$ cat src/rtl/sync_fifo.sv
// Single-clock FIFO with occupancy count, almost-full/almost-empty thresholds and sticky error flags.
// Define SYNC_FIFO_FWFT_EN for first-word-fall-through reads; otherwise reads are registered.
module sync_fifo #(
  parameter int DW     = 4,
  parameter int AW     = 2,
  parameter int AF_LVL = 2**AW-1,
  parameter int AE_LVL = 1
) (
  input  logic          clk_i,
  input  logic          rst_i,
  input  logic          push_i,
  input  logic [DW-1:0] dat_i,
  input  logic          pop_i,
  output logic [DW-1:0] dat_o,
  output logic          valid_o,
  output logic          full,
  output logic          empty,
  output logic          almost_full,
  output logic          almost_empty,
  output logic [AW:0]   count_o,
  output logic          ovf_o,
  output logic          udf_o,
  input  logic          clr_err_i
);

  localparam int          DEPTH = 2**AW;
  localparam logic [AW:0] AF_C  = (AW+1)'(AF_LVL);
  localparam logic [AW:0] AE_C  = (AW+1)'(AE_LVL);

`ifndef SYNTHESIS
  if (AF_LVL < 1 || AF_LVL > DEPTH) begin : g_af_chk
    $error("sync_fifo: AF_LVL=%0d outside 1..%0d", AF_LVL, DEPTH);
  end
  if (AE_LVL < 0 || AE_LVL > DEPTH-1) begin : g_ae_chk
    $error("sync_fifo: AE_LVL=%0d outside 0..%0d", AE_LVL, DEPTH-1);
  end
`endif

  logic [DW-1:0] mem_q [DEPTH];

  logic [AW:0] wr_ptr_q, wr_ptr_d;
  logic [AW:0] rd_ptr_q, rd_ptr_d;
  logic [AW:0] count_q, count_d;
  logic        full_q, full_d;
  logic        empty_q, empty_d;
  logic        af_q, af_d;
  logic        ae_q, ae_d;
  logic        ovf_q, ovf_d;
  logic        udf_q, udf_d;
  logic        push_ok, pop_ok;

  always_comb begin
    push_ok  = push_i && !full_q;
    pop_ok   = pop_i && !empty_q;
    wr_ptr_d = wr_ptr_q + (AW+1)'(push_ok);
    rd_ptr_d = rd_ptr_q + (AW+1)'(pop_ok);
    count_d  = count_q + (AW+1)'(push_ok) - (AW+1)'(pop_ok);
    // Pointer MSBs disambiguate full from empty when the indices coincide.
    empty_d  = (wr_ptr_d == rd_ptr_d);
    full_d   = (wr_ptr_d[AW] != rd_ptr_d[AW]) &&
               (wr_ptr_d[AW-1:0] == rd_ptr_d[AW-1:0]);
    af_d     = (count_d >= AF_C);
    ae_d     = (count_d <= AE_C);
    ovf_d    = ovf_q;
    udf_d    = udf_q;
    if (clr_err_i) begin
      ovf_d = 1'b0;
      udf_d = 1'b0;
    end
    if (push_i && full_q) ovf_d = 1'b1;
    if (pop_i && empty_q) udf_d = 1'b1;
  end

  always_ff @(posedge clk_i) begin
    if (rst_i) begin
      wr_ptr_q <= '0;
      rd_ptr_q <= '0;
      count_q  <= '0;
      full_q   <= 1'b0;
      empty_q  <= 1'b1;
      af_q     <= 1'b0;
      ae_q     <= 1'b1;
      ovf_q    <= 1'b0;
      udf_q    <= 1'b0;
    end else begin
      wr_ptr_q <= wr_ptr_d;
      rd_ptr_q <= rd_ptr_d;
      count_q  <= count_d;
      full_q   <= full_d;
      empty_q  <= empty_d;
      af_q     <= af_d;
      ae_q     <= ae_d;
      ovf_q    <= ovf_d;
      udf_q    <= udf_d;
    end
  end

  // Storage is left uninitialised on reset; the pointers alone define validity.
  always_ff @(posedge clk_i) begin
    if (!rst_i && push_ok) mem_q[wr_ptr_q[AW-1:0]] <= dat_i;
  end

`ifdef SYNC_FIFO_FWFT_EN
  assign dat_o   = empty_q ? '0 : mem_q[rd_ptr_q[AW-1:0]];
  assign valid_o = !empty_q;
`else
  logic [DW-1:0] dat_q;
  logic          valid_q;

  always_ff @(posedge clk_i) begin
    if (rst_i) begin
      dat_q   <= '0;
      valid_q <= 1'b0;
    end else begin
      valid_q <= pop_ok;
      if (pop_ok) dat_q <= mem_q[rd_ptr_q[AW-1:0]];
    end
  end

  assign dat_o   = dat_q;
  assign valid_o = valid_q;
`endif

  assign full         = full_q;
  assign empty        = empty_q;
  assign almost_full  = af_q;
  assign almost_empty = ae_q;
  assign count_o      = count_q;
  assign ovf_o        = ovf_q;
  assign udf_o        = udf_q;

endmodule

$ cat config.mk
export PLATFORM = sky130hd
export DESIGN_NAME = sync_fifo
export DESIGN_NICKNAME = d
export VERILOG_FILES = /design/src/rtl/sync_fifo.sv
export SDC_FILE = /design/constraint.sdc
export NUM_CORES = 1
export LEC_CHECK = 0
export ABC_AREA = 1
export CORE_UTILIZATION = 55
export DETAILED_ROUTE_END_ITERATION = 6
export DONT_BUFFER_PORTS = 1
export PLACE_DENSITY_LB_ADDON = 0.3
export SYNTH_ARGS = -nofsm -noshare
export SYNTH_HDL_FRONTEND = slang
export SYNTH_SLANG_ARGS = --single-unit
$ cat constraint.sdc
create_clock -name clk_i -period 1.8 [get_ports clk_i]
set_input_delay 0.27 -clock clk_i [delete_from_list [all_inputs] [get_ports clk_i]]
set_output_delay 0.27 -clock clk_i [all_outputs]
set_load 0.01 [all_outputs]
After elaboration in Yosys (flattened, before gate mapping)
Memory sizes are Yosys's and may differ from the RTL's. A register that Yosys moved wholly into a read port is not among the register bits.
Cells that the tools add are included.
{ "totals": {"ram_bits": 16, "ff_bits": 16, "mem_bits_ro": 0, "latch_bits": 0, "in_bits": 9, "n_memories": 1, "out_inout_bits": 14} }
{ "classes": {"n_mul": 0, "n_shift": 0, "bitwise": 0, "n_addsub": 4, "n_eq_ne": 3, "reduce_logical": 11, "div_mod_pow": 0, "mux": 5, "n_lt_le_gt_ge": 2} }
{ "mem_list": {"columns": ["memory", "words", "width", "read_ports", "rd_ports_with_merged_regs", "write_ports", "line_no", "text"], "rows": [
  ["mem_q", 4, 4, 1, 1, 1, "39", "logic [DW-1:0] mem_q [DEPTH];"]
]} }
{ "op_table": {"columns": ["cell", "count"], "rows": [
  ["$add 3x1->3", 3],
  ["$logic_and 1x1->1", 6],
  ["$mux 1", 5],
  ["$reduce_bool 2->1", 2],
  ["$eq 3x3->1", 1],
  ["$ge 3x2->1 const B", 1],
  ["$le 3x1->1 const B", 1],
  ["$logic_not 1->1", 3],
  ["$sub 3x1->3", 1],
  ["$eq 2x2->1", 1],
  ["$ne 1x1->1", 1]
]} }

Logic depth before layout (Yosys ltp)
{ "depth": {"ltp_word": 5, "ltp_mapped": 11, "mapped_depth_nobuf": 11} }

Least setup slack after synthesis
Ideal clock, no wire load.
{ "synth_path": {"kind": "flip-flop to flip-flop", "from": "register empty_q, in the netlist empty", "to": "register af_q, in the netlist almost_full", "period_less_slack_ns": 1.774, "setup_time_ns": 0.123, "stages_incl_launch_ff": 10, "path_buffers": 0, "required_time_ns": 1.677, "arrival_ns": 1.651, "path_slack_ns": 0.026, "cell_sequence": "dfxtp_1 -> inv_2 -> nand2_2 -> inv_2 -> o21ai_1 -> nand2_1 -> ha_1 -> fa_1 -> xor2_1 -> o21ai_0"} }
{ "synth_between": {"elab_chain_len": 4} }
{ "synth_rtl": {"columns": ["item", "line_no", "text"], "rows": [
  ["from (decl)", "45", "logic empty_q, empty_d;"],
  ["from (signal assigned)", "90", "empty_q <= empty_d;"],
  ["$logic_not 1->1", "54", "pop_ok = pop_i && !empty_q;"],
  ["$logic_and 1x1->1", "54", null],
  ["$sub 3x1->3", "57", "count_d = count_q + (AW+1)'(push_ok) - (AW+1)'(pop_ok);"],
  ["$ge 3x2->1", "62", "af_d = (count_d >= AF_C);"],
  ["to (signal assigned)", "81", "af_q <= 1'b0;"],
  ["to (signal assigned)", "91", "af_q <= af_d;"],
  ["to (decl)", "46", "logic af_q, af_d;"]
]} }
Every way passes these cells.
A chain may end at the register's enable or synchronous reset.

Worst setup path after layout
Same ends and word-level chain as after synthesis.

==> implementation parameters <==
Parameter                              Value

STA
  Final worst path period share ... 94.2%
  Setup violators final ... 0
  Achievable Freq ... between 500 and 600 MHz
  RSZ-0062 raised after global routing ... false
  Worst slew pin tran ... ~0.48 ns
  Setup Skew ... 0.00574 ns
  Worst relative slew slack ... 67.7%
  Worst hold slack ... 0.0110 ns
  Final Hold Viols ... 0
  Minimum clock period after layout ... 1.70 ns
  Number of max-slew violations in the final report ... 0

Place
  Buffers on Ports ... 0
  Number of cells after detailed placement ... 204
  Routability congestion estimate from global placement ... 0.769
  Half-perimeter wire length after detailed placement ... 1870 um

Global routing
  Pin count of the biggest net entering global routing ... 13
  Aggregate global routing overflow ... 0
  Via count of the first global-routing pass ... slightly below 1000
  Overall track demand over capacity in global routing ... 20.3%
  Antenna violations before repair ... 0
  Global-route wire length before repair ... between 3000 and 4000 um

Floorplan
  Area of the core ... 2540 um^2
  Number of top-level pins ... 23
  Vert. Die Dim ... 54.4 um
  Starting density of the core ... 59.3%
  Die Outline Area ... 2960 um^2
  Die boundary width ... 54.4 um
  # rows ... 18

Synth
  Net count after synthesis ... 184
  Post-synthesis sequential element count ... 36
  Unique cell type count in the Yosys netlist ... 21
  Part of the Yosys area used for sequential elements ... 58.3%
  Netlist area before placement ... 1510 um^2
  Synth top area cells ... sky130_fd_sc_hd__edfxtp_1 32%, sky130_fd_sc_hd__dfxtp_1 27%, sky130_fd_sc_hd__nand2_1 8.5%, sky130_fd_sc_hd__nor2_1 8.5%, sky130_fd_sc_hd__inv_1 5.5%
  Top cell type by total area after synthesis ... sky130_fd_sc_hd__edfxtp_1
  Gate count after technology mapping ... 170
  Per-instance average area after synthesis ... around 9 um^2
  Ys Warns ... 0
  Post-synth top area share ... 31.8%

Worst setup path
  Largest driver fanout on the critical path ... 4
  Type of element capturing the critical path ... register
  Ordered cell list for the critical path ... inv_2 > nand2_4 > inv_2 > o21ai_4 > nand2_2 > ha_2 > fa_2 > xor2_2 > o21ai_1
  Critical Path AT ... 1.94 ns
  Most used cell, CP ... sky130_fd_sc_hd__inv_2
  Delay contributed by the slowest stage of the critical path ... slightly above 0.4 ns
  Setup CP Type ... register to register
  Req. time, crit path ... 2.05 ns
  Crit-path leading delay family ... adder cells
  Sum of buffers and inverters on the critical path ... 2
  CP startpoint kind ... register
  Highest-delay cell along the critical path ... sky130_fd_sc_hd__fa_2

Final layout
  Area growth from synthesis to final layout ... 15.4%
  Final Net Count ... 200
  # diodes ... 0
  Most frequent standard cell in the layout excluding fill and tap cells ... sky130_fd_sc_hd__nor2_1
  Final Instance Count excl. Fillers ... about 220
  Most frequent cells in the layout ... 34 x sky130_fd_sc_hd__nor2_1, 33 x sky130_fd_sc_hd__nand2_1, 22 x sky130_fd_sc_hd__inv_1
  Share of post-route cells with drive strength above 1 ... 17.6%

Power
  Peak supply drop ... 933 uV
  Cell leakage power ... between 0.0007 and 0.0008 uW
  Power Dens Cells ... 1090 nW/um^2

Status
  Result of the run ... finished clean

CTS
  CTS tree ... done
  Worst-path clk slew ... 0.11 ns
  Root buffer cell ... sky130_fd_sc_hd__clkbuf_4
  # H-tree levels ... 2
  Insertion delay of the later-clocked pin in the worst-skew pair ... 0.34 ns
  Clock net sink count ... 36
  Number of buffers between clock root and the deepest sink ... 2
  Number of buffers created by CTS ... 5

Routing
  Vias per std cell ... 5.16
  DRC ... 0
  Detailed-route wire length ... 2710 um
  DRT iter0 DRCs ... 26
  Via Count ... approximately 1100
  Post-route antenna net violation count ... 0
  Detailed-routing iteration count for the pre-antenna-repair pass ... 4
  DR WL/cell ... 12.5 um

Hold path
  Min-Delay Path Class ... input port to register

Job
  # Max-Cap Violations ... 0
## worst paths after layout
| path | cells after the start | slack [ns] | from | endpoint |
|---|---|---|---|---|
| setup / recovery | 9 | 0.10 | empty | almost_full |
| hold / removal | 1 | 0.01 | rst_i | almost_full |
| setup reg to reg | 9 | 0.10 | empty | almost_full |
| hold reg to reg | 2 | 0.51 | ovf_o | ovf_o |
## metrics by stage
| stage | cell area [um^2] | TNS, ns | power, uW | setup slack [ns] | utilization [%] |
|---|---|---|---|---|---|
| 6_report | 1740 | 0 | 1910 | 0.105 | 68.5 |
| 5_1_grt | 1740 | 0 | 2010 | 0.00456 | 68.5 |
| 4_1_cts | 1680 | 0 | 1890 | 0.0467 | 66.0 |
| 3_5_place_dp | 1580 | -0.0669 | 1310 | -0.0536 | 62.0 |
| 3_3_place_gp | 1580 | 0 | 1290 | 0.108 | 62.0 |
| 2_1_floorplan | 1510 | 0 | 1240 | 0.0260 | - |
## cell usage after synthesis
cell	number
sky130_fd_sc_hd__nor2_2	2
sky130_fd_sc_hd__nand2_1	34
sky130_fd_sc_hd__buf_6	1
sky130_fd_sc_hd__nand3_2	1
sky130_fd_sc_hd__nor3_1	4
sky130_fd_sc_hd__edfxtp_1	16
sky130_fd_sc_hd__a21oi_1	2
sky130_fd_sc_hd__o21ai_0	7
sky130_fd_sc_hd__xnor2_1	1
sky130_fd_sc_hd__inv_2	2
sky130_fd_sc_hd__nand2_2	5
sky130_fd_sc_hd__nor2_1	34
sky130_fd_sc_hd__xor2_1	1
sky130_fd_sc_hd__o21ai_1	3
sky130_fd_sc_hd__buf_2	2
sky130_fd_sc_hd__nand3_1	7
sky130_fd_sc_hd__fa_1	1
sky130_fd_sc_hd__inv_4	1
sky130_fd_sc_hd__ha_1	4
sky130_fd_sc_hd__inv_1	22
sky130_fd_sc_hd__dfxtp_1	20
## per-layer routing
metal	up-vias	GRT usage [%]	part of all wire [%]
met1	517	23.4	45
met4	0	12.0	2.3
li1	563	-	-
met3	7	9.17	6.2
met5	-	0	0
met2	32	30.9	46
## worst reg2reg max path, delay by kind of cell (launching register included)
family          cells  cell delay, ns
compound gates      2            0.15
xor+xnor            1            0.24
fa+ha+maj           2            0.59
buf+inv             2            0.11
flops               1            0.35
simple gates        2            0.17
## flip-flops by register name (all words and copies together), names as in the netlist
signal        cells
mem_q            16
dat_o             4
count_o           3
rd_ptr_q          3
wr_ptr_q          3
almost_empty      1
almost_full       1
empty             1
full              1
ovf_o             1
udf_o             1
valid_o           1
## area by class of cell
type                            count  area [um^2]
Timing Repair Buffer               12          103
Inverter                           25         96.3
Clock inverter                      3         42.5
Clock buffer                        5         37.5
Fill cell                         196          802
Multi-Input combinational cell    106          543
Tap cell                           30         37.5
Sequential cell                    36          883
## where the power goes
group          leakage (uW)  switching, uW  internal [uW]
clock network     0.0000412            275            289
logic              0.000410            203            131
registers          0.000310           73.3            935
total              0.000761            551           1360
## cells by family after synthesis
logic type | after synthesis | share of synthesized area, %
flops | 36 | 58.3
fa+ha+maj | 5 | 4.64
xor+xnor | 2 | 1.16
compound gates | 12 | 3.98
buf+inv | 28 | 7.79
simple gates | 87 | 24.1
## repair_timing
action	4_1_cts	5_1_grt
pin swaps	1	5
hold endpoints to repair	12	16
setup buffers	0	0
hold buffers	1	4
setup endpoints to repair	3	3
gates resized for setup	2	8
No activity file was read; power rests on OpenSTA's default activity.
==> edit 1 (same settings) <==
Reset style: asynchronous (`rst_i`), changed in 2 clocked blocks. Comments in the files are not updated.
--- a/src/rtl/sync_fifo.sv
+++ b/src/rtl/sync_fifo.sv
@@ -73,3 +73,3 @@
 
-  always_ff @(posedge clk_i) begin
+  always_ff @(posedge clk_i or posedge rst_i) begin
     if (rst_i) begin
@@ -109,3 +109,3 @@
 
-  always_ff @(posedge clk_i) begin
+  always_ff @(posedge clk_i or posedge rst_i) begin
     if (rst_i) begin
Check against the original RTL: differs if rst_i is asserted again (counterexample within 4 cycles, from zero or initial values and one cycle with rst_i high); with rst_i held inactive, the same outputs for 10 cycles.
==> edit 1 against the original RTL <==
Hold slack improved by 6.9 ps; sequential cell count stayed put; critical path depth unchanged; wire length down 6.7%; cell count fell by 16%; design area down 3.3%; synthesized area fell by 2.4%; worst setup slack got worse by 41 ps.
Power is not compared: it rests on default switching activity, and its combinational part moved more than twofold at a synthesized area within 25%.
==> edit 1: results (changes against the original RTL) <==
synthesis:
  synth_cell_types: 16  # was 21
  ys_seq_area_share_pct: 66.72  # was 58.33%
  syn_area_per_cell_um2: 11.00  # was 8.884 um^2
  syn_nets: 148  # was 184
  yosysWarnings: 0  # unchanged
  synth.area.top_cells: "edfxtp_1 33%, dfrtp_1 31%, nand2_1 7.9%"  # was edfxtp_1 32%, dfxtp_1 27%, nand2_1 8.5%
  synthArstFlopShare_pct: 55.56  # was 0%
  synth_common_cells: "31 x nand2_1, 20 x nor2_1, 18 x dfrtp_1"  # was 34 x nand2_1, 34 x nor2_1, 22 x inv_1
worst_hold_path:
  min-delay-path-class: "in -> reg"  # unchanged
  holdPathStages: 0  # was 1
  hp-start: "dat_i[3]"  # was rst_i
cells_and_area:
  finalNetCount: 166  # was 200
  drive_above_1_share_pct: 16.99  # was 17.65%
drt:
  drtIter0Drc: 21  # was 26
  wl_met1_um: 1128  # was 1226 um
  met3WireLength_um: 109  # was 168 um
  via_per_inst: 5.055  # was 5.157
  dr_wl_met2_um: 1246  # was 1248 um
  vias: 925  # was 1119
  routed_wl_um: 2523  # was 2705 um
setup_path:
  critPathMaxFanout: 3  # was 4
  cp_data_required_time_ps: 2030  # was 2050 ps
  reg2reg_from: "empty"  # unchanged
  ff2ff_path_depth: 9  # unchanged
status:
  outcome: "complete, no violations"  # unchanged
clock_network:
  cts_resized: 0  # was 2
  cts_buffer_depth: 2  # unchanged
global_routing:
  grt_pass1_vias: 876  # was 975
  grt_max_degree: 21  # was 13
  grt_pass1_wl_um: 3781  # was 3919 um
  gr-usage-all-layers_pct: 19.88  # was 20.29%
place:
  placed_cell_area_um2: 1569  # was 1579 um^2
  dp_slack_ps: -2.838  # was -53.55 ps
  gp_congestion: 0.7725  # was 0.7691
  dpl.hpwl_um: 1805  # was 1866 um
timing:
  slew_headroom_pct: 76.11  # was 67.70%
  skew_ps: 6.730  # was 5.740 ps
-- edit 1: cell count changes after synthesis, sizes merged, moves of 6 or more --
cell and change:
nand3 -6, nand2 -7, dfrtp +18, nor2 -16, inv -10, dfxtp -20
-- edit 1: cells by family after synthesis --
family,share of synthesized area (%)
buffers and inverters,4.584
AND/OR/NAND/NOR,15.45
adder cells (fa/ha/maj),4.754
XOR/XNOR,4.753
AO/OA/AOI/OAI,3.735
flip-flops,66.72
-- edit 1: layer usage --
layer / track usage, % / up-vias
met3: 5.932 / 5
met4: 13.16 / 0
met1: 24.08 / 425
met2: 30.45 / 29
li1: - / 466
met5: 0 / -
-- edit 1: cell type report --
type	instances	area (um^2)
clock buffer	5	37.54
clock inverter	3	13.76
multi-input combinational	82	454.2
tap	30	37.54
fill	181	814.5
sequential	36	983.4
inverter	15	58.81
timing repair buffer	12	100.1
-- edit 1: path summary, 6_finish.rpt --
check                               to  slack, ps
setup / recovery           almost_full         60
hold / removal             mem_q[0][3]         20
setup reg to reg           almost_full         60
hold reg to reg            wr_ptr_q[2]        520
max in group asynchronous        empty       1080
min in group asynchronous        ovf_o        450
-- edit 1: power by group through the flow --
stage	Combinational [mW]	Sequential (mW)	Clock, mW
floorplan	0.735	1.31	0
global placement	0.825	1.36	0
global route	1.03	1.40	0.447
CTS	0.889	1.35	0.412
detailed placement	0.873	1.37	0
finish	0.928	1.36	0.408
-- edit 1: worst max-delay path, cell delays in order (launching register included) --
cell     delay (ps)
dfstp_2         550
inv_2            50
nand2_4          80
inv_4            40
o21ai_4          60
nand2_1          80
ha_2            180
fa_2            370
xor2_1          180
nand2_1          60
==> edit 2 (config.mk and constraints unchanged) <==
Made on the original files. Set the parameter `AW` to 4 (it was 2).
--- a/src/rtl/sync_fifo.sv
+++ b/src/rtl/sync_fifo.sv
@@ -4,3 +4,3 @@
   parameter int DW     = 4,
-  parameter int AW     = 2,
+  parameter int AW     = 4,
   parameter int AF_LVL = 2**AW-1,
Ports: changed (resized count_o); port bits go from 23 to 25. The function was not compared with the original's and may differ.
==> edit 2 against the original RTL <==
The flow now finishes with violations (negative setup slack); via count is 140% higher; global-route usage increased by 3.1 points; utilization decreased by 4.3 points; sequential cell count is 54 higher; synthesized area rose to 2.6 times the old value; total power grew 150%; wire length increased to 3.0 times the old value; design area rose to 2.5 times the old value; worst setup slack got worse by 120 ps; die area rose to 2.5 times the old value; critical path type unchanged; critical endpoint is now almost_empty.
==> edit 2: results (changes against the original RTL) <==
place:
  gp_congestion: 0.8582  # was 0.7691
  placed_cell_area_um2: 3980  # was 1579 um^2
  dp_slack_ps: -0.3566  # was -53.55 ps
global_routing:
  gr-usage-met1_pct: 28.68  # was 23.35%
  gr-usage-all-layers_pct: 23.37  # was 20.29%
  grt_max_degree: 34  # was 13
  grt_pass1_wl_um: 12610  # was 3919 um
  grtUsageMet2_pct: 40.04  # was 30.89%
  grt_pass1_vias: 2660  # was 975
clock_network:
  cts_buffers: 9  # was 5
  clk_pin_slew_ps: 90  # was 110 ps
  root_buffer: "clkbuf_8"  # was clkbuf_4
  worstSkewPairLatency_ps: 360  # was 340 ps
  cts_resized: 1  # was 2
  htreeDepth: 3  # was 2
  postCtsSetupBuffers: 1  # was 0
power:
  clkPwrFrac_pct: 29.4  # was 29.6%
  p_sw_share_pct: 30.39  # was 28.89%
  leakage_nw: 1.710  # was 0.7607 nW
  comb_power_mw: 0.927  # was 0.334 mW
synthesis:
  synth_common_cells: "113 x nand2_1, 65 x nand3_1, 64 x edfxtp_1"  # was 34 x nand2_1, 34 x nor2_1, 22 x inv_1
  synth.area.top_cells: "edfxtp_1 49%, dfxtp_1 13%, nand2_1 11%"  # was edfxtp_1 32%, dfxtp_1 27%, nand2_1 8.5%
  netlist_instances: 392  # was 170
  syn_nets: 410  # was 184
  synth_cell_types: 22  # was 21
  ys_seq_area_share_pct: 62.89  # was 58.33%
status:
  violations: "negative setup slack"
  outcome: "complete, but fails checks"  # was complete, no violations
cells_and_area:
  finalNetCount: 426  # was 200
  drive_above_1_share_pct: 13.32  # was 17.65%
  largest_reg_flops: 64  # was 16
drt:
  drtIter0Drc: 187  # was 26
  via_per_inst: 5.314  # was 5.157
  routed_wl_um: 8109  # was 2705 um
  met3WireLength_um: 402  # was 168 um
  dr_wl_met2_um: 4136  # was 1248 um
  wl_met1_um: 3396  # was 1226 um
timing:
  setup_slack_ps: -11.87  # was 104.7 ps
  skew_ps: 10.84  # was 5.740 ps
  hold_ws_ps: 23.84  # was 11.01 ps
  setup_viol: 1  # was 0
  worst_slew_pin_slew_ps: 684.3  # was 482.9 ps
setup_path:
  critPathMaxFanout: 3  # was 4
  path_delay_family: "simple AND/OR/NAND/NOR gates"  # was adder cells
  ff2ff_path_depth: 12  # was 9
  cpPeakStageDelay_ps: 380  # was 410 ps
  cp.arrival_ps: 2070  # was 1940 ps
==> edit 2: cell count changes after synthesis, sizes merged, moves of 2 or more <==
| cell | change |
|---|---|
| inv | +9 |
| ha | +4 |
| a21oi | +2 |
| xor2 | +7 |
| buf | +10 |
| nand2 | +74 |
| clkbuf | +3 |
| nor2 | +12 |
| dfxtp | +6 |
| nor3 | -4 |
| nand3 | +57 |
| o21ai | -10 |
| edfxtp | +48 |
==> edit 2: stage by stage <==
| stage | TNS, ps | total power, mW |
|---|---|---|
| global route | -542.6 | 4.948 |
| CTS | 0 | 4.655 |
| floorplan | 0 | 3.097 |
| global placement | 0 | 3.209 |
| finish | -11.87 | 4.754 |
| detailed placement | -0.3566 | 3.249 |
==> edit 2: cell type report <==
class                   instances  area, um^2
inverters                      34       132.6
clock inverters                 6       75.07
well taps                      96       120.1
repair buffers                 21       182.7
clock buffers                  10       127.6
multi-input cells             252        1281
flip-flops and latches         90        2445
fillers                       526        2430
